==> config.mk <==
export PLATFORM = sky130hd
export DESIGN_NAME = cam_lookup_ctrl_flat
export DESIGN_NICKNAME = d
export VERILOG_FILES = /design/src/rtl/cam_pkg.sv /design/src/rtl/cam_lookup_ctrl_if.sv /design/src/rtl/cam_alloc_ptr.sv /design/src/rtl/cam_lookup_ctrl.sv /design/src/flat_wrapper.sv
export SDC_FILE = /design/constraint.sdc
export NUM_CORES = 1
export LEC_CHECK = 0
export BUFFER_PORTS_ARGS = -buffer_cell sky130_fd_sc_hd__buf_4
export CAP_MARGIN = 20
export CORE_MARGIN = 1
export CORE_UTILIZATION = 50
export CTS_CLUSTER_SIZE = 40
export DETAILED_ROUTE_END_ITERATION = 8
export PLACE_DENSITY = 0.85
export REMOVE_ABC_BUFFERS = 1
export SLEW_MARGIN = 20
export SYNTH_ARGS = -nofsm -noshare
export SYNTH_HDL_FRONTEND = slang
export SYNTH_SLANG_ARGS = --single-unit
==> constraint.sdc <==
create_clock -name clk_i -period 2.5 [get_ports clk_i]
set_input_delay 0.375 -clock clk_i [delete_from_list [all_inputs] [get_ports clk_i]]
set_output_delay 0.375 -clock clk_i [all_outputs]
set_load 0.005 [all_outputs]
==> src/rtl/cam_pkg.sv <==
// Shared constants and types for the CAM lookup-or-insert controller.
// Contents: key/index widths, CAM depth, FSM state enum, key, index and
// response payload types.
package cam_pkg;

  localparam int unsigned DATA_W = 32;
  localparam int unsigned DEPTH  = 32;
  localparam int unsigned IDX_W  = $clog2(DEPTH);

  typedef logic [DATA_W-1:0] key_t;
  typedef logic [IDX_W-1:0]  idx_t;

  typedef enum logic [2:0] {
    IDLE,
    SEARCH,
    CHECK,
    WRITE,
    RESP
  } state_e;

  // Response payload returned to the requester.
  typedef struct packed {
    idx_t index;
    logic hit;
    logic evict;
  } rsp_t;

endpackage

==> src/rtl/cam_lookup_ctrl_if.sv <==
// Request/response handshake bundle between a requester and cam_lookup_ctrl.
// Signals:
//   req_valid / req_ready / req_key   : key request channel
//   rsp_valid / rsp_ready / rsp_data  : index + hit/evict response channel
// Modports: master = requester side, slave = controller side.
interface cam_lookup_ctrl_if;

  logic           req_valid;
  logic           req_ready;
  cam_pkg::key_t  req_key;
  logic           rsp_valid;
  logic           rsp_ready;
  cam_pkg::rsp_t  rsp_data;

  modport master (
    output req_valid,
    output req_key,
    output rsp_ready,
    input  req_ready,
    input  rsp_valid,
    input  rsp_data
  );

  modport slave (
    input  req_valid,
    input  req_key,
    input  rsp_ready,
    output req_ready,
    output rsp_valid,
    output rsp_data
  );

endinterface

==> src/rtl/cam_alloc_ptr.sv <==
// Round-robin allocation pointer plus saturating occupancy counter.
// Ports:
//   clk_i, rst_i (async, active-low)
//   advance_i : one-cycle strobe, a CAM write happens this cycle
//   ptr_o     : slot the next miss will be written to
//   full_o    : every slot has been written at least once since reset
module cam_alloc_ptr
  import cam_pkg::*;
(
  input  logic clk_i,
  input  logic rst_i,
  input  logic advance_i,
  output idx_t ptr_o,
  output logic full_o
);

  localparam int unsigned CNT_W = IDX_W + 1;

  idx_t             ptr_q, ptr_d;
  logic [CNT_W-1:0] count_q, count_d;
  logic             full_q, full_d;

  // Next pointer/count; full is precomputed so it can be registered.
  always_comb begin
    ptr_d   = ptr_q;
    count_d = count_q;
    if (advance_i) begin
      ptr_d = (ptr_q == IDX_W'(DEPTH - 1)) ? '0 : ptr_q + IDX_W'(1);
      if (count_q != CNT_W'(DEPTH)) begin
        count_d = count_q + CNT_W'(1);
      end
    end
    full_d = (count_d == CNT_W'(DEPTH));
  end

  always_ff @(posedge clk_i or negedge rst_i) begin
    if (!rst_i) begin
      ptr_q   <= '0;
      count_q <= '0;
      full_q  <= 1'b0;
    end else begin
      ptr_q   <= ptr_d;
      count_q <= count_d;
      full_q  <= full_d;
    end
  end

  assign ptr_o  = ptr_q;
  assign full_o = full_q;

endmodule

==> src/rtl/cam_lookup_ctrl.sv <==
// Lookup-or-insert controller in front of a DEPTH-entry CAM. Each accepted
// key is searched; a miss is written to the round-robin allocation slot.
// The response carries the entry index with hit/evict flags.
// Ports:
//   clk_i, rst_i (async, active-low)
//   bus_io              : request/response handshake (slave side)
//   full_o              : all entries written since reset
//   cam_search_*        : CAM search strobe/key and registered result
//   cam_write_*         : CAM write strobe/index/data
module cam_lookup_ctrl
  import cam_pkg::*;
(
  input  logic               clk_i,
  input  logic               rst_i,
  cam_lookup_ctrl_if.slave   bus_io,
  output logic               full_o,
  output logic               cam_search_enable_o,
  output key_t               cam_search_data_o,
  input  logic               cam_search_valid_i,
  input  idx_t               cam_search_index_i,
  output logic               cam_write_enable_o,
  output idx_t               cam_write_index_o,
  output key_t               cam_write_data_o
);

  state_e state_q, state_d;
  key_t   key_q, key_d;
  rsp_t   rsp_q, rsp_d;
  logic   req_ready_q, req_ready_d;
  logic   rsp_valid_q, rsp_valid_d;
  logic   search_en_q, search_en_d;
  logic   write_en_q, write_en_d;

  idx_t   alloc_ptr;
  logic   alloc_full;
  logic   alloc_advance;

  // The pointer advances on the edge that ends WRITE, i.e. with the CAM write.
  assign alloc_advance = (state_q == WRITE);

  cam_alloc_ptr u_alloc (
    .clk_i     (clk_i),
    .rst_i     (rst_i),
    .advance_i (alloc_advance),
    .ptr_o     (alloc_ptr),
    .full_o    (alloc_full)
  );

  // Next state, captured fields, and registered Moore outputs decoded from
  // the next state so each strobe is high exactly while in its state.
  always_comb begin
    state_d = state_q;
    key_d   = key_q;
    rsp_d   = rsp_q;

    case (state_q)
      IDLE: begin
        if (bus_io.req_valid) begin
          key_d   = bus_io.req_key;
          state_d = SEARCH;
        end
      end
      SEARCH: begin
        state_d = CHECK;
      end
      CHECK: begin
        if (cam_search_valid_i) begin
          rsp_d.index = cam_search_index_i;
          rsp_d.hit   = 1'b1;
          rsp_d.evict = 1'b0;
          state_d     = RESP;
        end else begin
          state_d = WRITE;
        end
      end
      WRITE: begin
        // Evict reflects occupancy before this write lands.
        rsp_d.index = alloc_ptr;
        rsp_d.hit   = 1'b0;
        rsp_d.evict = alloc_full;
        state_d     = RESP;
      end
      RESP: begin
        if (bus_io.rsp_ready) begin
          state_d = IDLE;
        end
      end
      default: begin
        state_d = IDLE;
      end
    endcase

    req_ready_d = (state_d == IDLE);
    search_en_d = (state_d == SEARCH);
    write_en_d  = (state_d == WRITE);
    rsp_valid_d = (state_d == RESP);
  end

  always_ff @(posedge clk_i or negedge rst_i) begin
    if (!rst_i) begin
      state_q     <= IDLE;
      key_q       <= '0;
      rsp_q       <= '0;
      req_ready_q <= 1'b1;
      rsp_valid_q <= 1'b0;
      search_en_q <= 1'b0;
      write_en_q  <= 1'b0;
    end else begin
      state_q     <= state_d;
      key_q       <= key_d;
      rsp_q       <= rsp_d;
      req_ready_q <= req_ready_d;
      rsp_valid_q <= rsp_valid_d;
      search_en_q <= search_en_d;
      write_en_q  <= write_en_d;
    end
  end

  assign bus_io.req_ready    = req_ready_q;
  assign bus_io.rsp_valid    = rsp_valid_q;
  assign bus_io.rsp_data     = rsp_q;

  assign full_o              = alloc_full;
  assign cam_search_enable_o = search_en_q;
  assign cam_search_data_o   = key_q;
  assign cam_write_enable_o  = write_en_q;
  assign cam_write_index_o   = alloc_ptr;
  assign cam_write_data_o    = key_q;

endmodule

==> src/flat_wrapper.sv <==
// flat-port wrapper written by rule: the top's interface ports become plain ports
module cam_lookup_ctrl_flat import cam_pkg::*;
  (clk_i, rst_i, full_o, cam_search_enable_o, cam_search_data_o, cam_search_valid_i, cam_search_index_i, cam_write_enable_o, cam_write_index_o, cam_write_data_o, bus_io_req_valid, bus_io_req_key, bus_io_rsp_ready, bus_io_req_ready, bus_io_rsp_valid, bus_io_rsp_data);
  cam_lookup_ctrl_if bus_io_i ();
  input  logic clk_i;
  input  logic rst_i;
  output logic full_o;
  output logic cam_search_enable_o;
  output key_t cam_search_data_o;
  input  logic cam_search_valid_i;
  input  idx_t cam_search_index_i;
  output logic cam_write_enable_o;
  output idx_t cam_write_index_o;
  output key_t cam_write_data_o;
  input wire logic [$bits(bus_io_i.req_valid)-1:0] bus_io_req_valid;
  input wire logic [$bits(bus_io_i.req_key)-1:0] bus_io_req_key;
  input wire logic [$bits(bus_io_i.rsp_ready)-1:0] bus_io_rsp_ready;
  output wire logic [$bits(bus_io_i.req_ready)-1:0] bus_io_req_ready;
  output wire logic [$bits(bus_io_i.rsp_valid)-1:0] bus_io_rsp_valid;
  output wire logic [$bits(bus_io_i.rsp_data)-1:0] bus_io_rsp_data;
  assign bus_io_i.req_valid = bus_io_req_valid;
  assign bus_io_i.req_key = bus_io_req_key;
  assign bus_io_i.rsp_ready = bus_io_rsp_ready;
  assign bus_io_req_ready = bus_io_i.req_ready;
  assign bus_io_rsp_valid = bus_io_i.rsp_valid;
  assign bus_io_rsp_data = bus_io_i.rsp_data;
  cam_lookup_ctrl u_core (.clk_i(clk_i), .rst_i(rst_i), .bus_io(bus_io_i), .full_o(full_o), .cam_search_enable_o(cam_search_enable_o), .cam_search_data_o(cam_search_data_o), .cam_search_valid_i(cam_search_valid_i), .cam_search_index_i(cam_search_index_i), .cam_write_enable_o(cam_write_enable_o), .cam_write_index_o(cam_write_index_o), .cam_write_data_o(cam_write_data_o));
endmodule
==> impl_metrics.tcl <==
set metrics [dict create \
    place_congestion 0.787 \
    totalWireLength_um 5600 \
    core_region_area_um2 5140 \
    first_global_vias 1752 \
    setup_tns_ns 0 \
    vdd_drop_max_uv 511 \
    overflow 0 \
    clock_path_buffers 2 \
    grt_start_max_net_pins 59 \
    synth_area_per_cell_um2 12.7 \
    setup-violations-final 0 \
    synthFlopType "dfrtp_1" \
    crit_required_ns 2.72 \
    setup_slack_ns 0.756 \
    antenna_cells 0 \
    p_leak_nw 1.73 \
    area_growth_pct 32.3 \
    final_hold_viol_count 0 \
    grt_first_pass_wirelength_um 8190 \
    root_buffer "clkbuf_8" \
    timing.critical_path.fanout_max 12 \
    post_route_cells_drive_above_1_share_pct 54.4 \
    setup_repair_after_global_routing_missed_its_margin "no" \
    worst_slew_margin_rel_pct 52.3 \
    postCtsHoldBufs 0 \
    final-max-slew-violation-count 0 \
    floorplan.initialDensity_pct 52.2 \
    final.period_utilization_pct 69.8 \
    route.vias.total 1861 \
    power-per-cell-area_nw_per_um2 1210 \
    cts.repair_timing.setup_buffer_count 0 \
    synth_seq_cells 58 \
    setup.worst_path.end_class "flip-flop" \
    placed_cell_area_um2 3380 \
    floorplan_die_width_um 75.2 \
    worst_skew_pair.late_latency_ns 0.32 \
    worst_ep_arrival_time_ns 1.97 \
    synth_enable_flop_cells 0 \
    worstSetupStartpoint "u_core.state_q[0]" \
    drv.max_cap_violation_count 0 \
    cp-start-kind "flip-flop" \
    synth.distinct_cells 37 \
    layout.nets 351 \
    route.detailed.wl_per_inst_um 14.8 \
    cts_sinks 58 \
    result_of_the_run "completed" \
    total_routing_resource_utilization_after_global_routing_pct 20.0 \
    ys_async_sr_fraction_pct 100 \
    ios 123 \
    max_clock_freq_mhz 573 \
    die_y_um 75.2 \
    final_cell_area_um2 3550 \
    htree_num_levels 3 \
    synthesis.yosys.warnings 0 \
    clkTransAtPathRegs_ns 0.06 \
    numCtsBuffers 9 \
    num_rows 26 \
    syn_inst 212 \
    detail_routed_via_count_per_cell 4.91 \
    source_of_the_worst_register_to_register_timing_path "u_core.state_q[0]" \
    synthesis.area_um2 2680 \
    detailedRoute.firstIterationViolations 69 \
    cts_tree "built" \
    final_period_minus_worst_setup_slack_ns 1.74 \
    die_area_um2 5660 \
    yosysSeqAreaShare_pct 54.2 \
    port-buffer-count 122 \
    worstHoldPathType "primary input to async pin" \
    grt_antenna_before_repair 0 \
    clock_skew_ns 0.00801 \
    drc 0 \
    drt-pass1-iter-count 4 \
    crit_type "flip-flop to flip-flop" \
    detail-route-antenna-nets 0 \
    pre_cts_ws_ns 0.757 \
    post-dp-hpwl_um 4150 \
    cts_repair_resize_count 0 \
    worstMarginPinSlew_ns 0.716 \
]
registers in the layout (all words and copies together) (netlist names):
name                        flops
u_core.bus_io.rsp_valid         1
u_core.u_alloc.full_o           1
u_core.u_alloc.ptr_o            5
u_core.cam_write_enable_o       1
u_core.cam_search_enable_o      1
u_core.u_alloc.count_q          6
u_core.state_q                  3
u_core.bus_io.req_ready         1
u_core.cam_search_data_o       32
u_core.bus_io.rsp_data          7
synthesized netlist by cell type, types with 3 or more instances:
cell type / count / area share (%)
buf_2: 3 / 0.56
buf_4: 35 / 9.8
buf_6: 4 / 1.7
dfrtp_1: 57 / 53
ha_1: 4 / 1.9
inv_1: 4 / 0.56
mux2_1: 10 / 4.2
mux2_2: 23 / 9.7
mux2i_1: 3 / 1.1
nand2_1: 18 / 2.5
nand4_1: 3 / 0.70
nor2_1: 5 / 0.70
o21ai_0: 10 / 1.9
xnor2_1: 5 / 1.6
metal layers:
layer | share of wire [%] | global-route usage [%]
met1 | 40 | 23.5
met2 | 49 | 33.1
met3 | 9.5 | 7.36
met4 | 1.3 | 8.64
met5 | 0 | 0
power breakdown:
group	internal (mW)	switching (mW)
clock	0.403	0.337
combinational	1.18	0.668
sequential	1.35	0.370
kinds of logic after synthesis:
family | after synthesis | share of synthesized area (%)
AOI/OAI and AO/OA | 22 | 5.83
muxes | 36 | 15.0
DFF | 58 | 54.2
xor gates and xnor gates | 5 | 1.63
and+or+nand+nor | 41 | 8.95
adders and majority gates | 4 | 1.87
buffers and inverters | 46 | 12.6
stage by stage:
step	cells	utilization (%)	total power, mW	hold slack (ns)
2_1_floorplan	170	-	2.38	0.0794
3_3_place_gp	364	65.7	3.54	0.474
3_5_place_dp	364	65.7	3.61	0.484
4_1_cts	379	69.0	4.36	0.128
5_1_grt	379	69.0	4.61	0.148
6_report	379	69.0	4.31	0.0970
placed cells by master (no fill, tap or decap), types with 3 or more instances in the layout:
master    count
mux2i_1       3
o21ai_0      10
buf_4       124
clkbuf_8     11
ha_1          4
clkinv_2      3
nor2_1        5
inv_1         4
nand2_1      18
nand4_1       3
dfrtp_1      57
mux2_1       10
mux2_2       23
xnor2_1       5
critical path, cell delays in order (launching register included):
cell and delay (ns):
dfrtp_1 0.52, and3b_1 0.48, nand4_1 0.17, xnor2_1 0.23
nor3b_1 0.24
final timing paths:
path | endpoint | slack [ns] | depth (start not counted)
setup / recovery | u_core.u_alloc.full_o | 0.76 | 4
hold / removal | u_core.u_alloc.ptr_o[4] | 0.1 | 1
setup reg to reg | u_core.u_alloc.full_o | 0.76 | 4
hold reg to reg | u_core.bus_io.rsp_data[0] | 0.52 | 1
max in group asynchronous | u_core.bus_io.rsp_data[2] | 1.91 | 1
min in group clk_i | u_core.cam_write_enable_o | 0.22 | 2
final cells by class:
| type | count | area (um2) |
|---|---|---|
| clock buffer | 12 | 155 |
| clock inverter | 3 | 15.0 |
| fill | 398 | 1590 |
| inverter | 4 | 15.0 |
| multi-input combinational | 108 | 892 |
| sequential | 58 | 1450 |
| tap | 70 | 87.6 |
| timing repair buffer | 124 | 931 |
(Power assumes the default switching activity.)
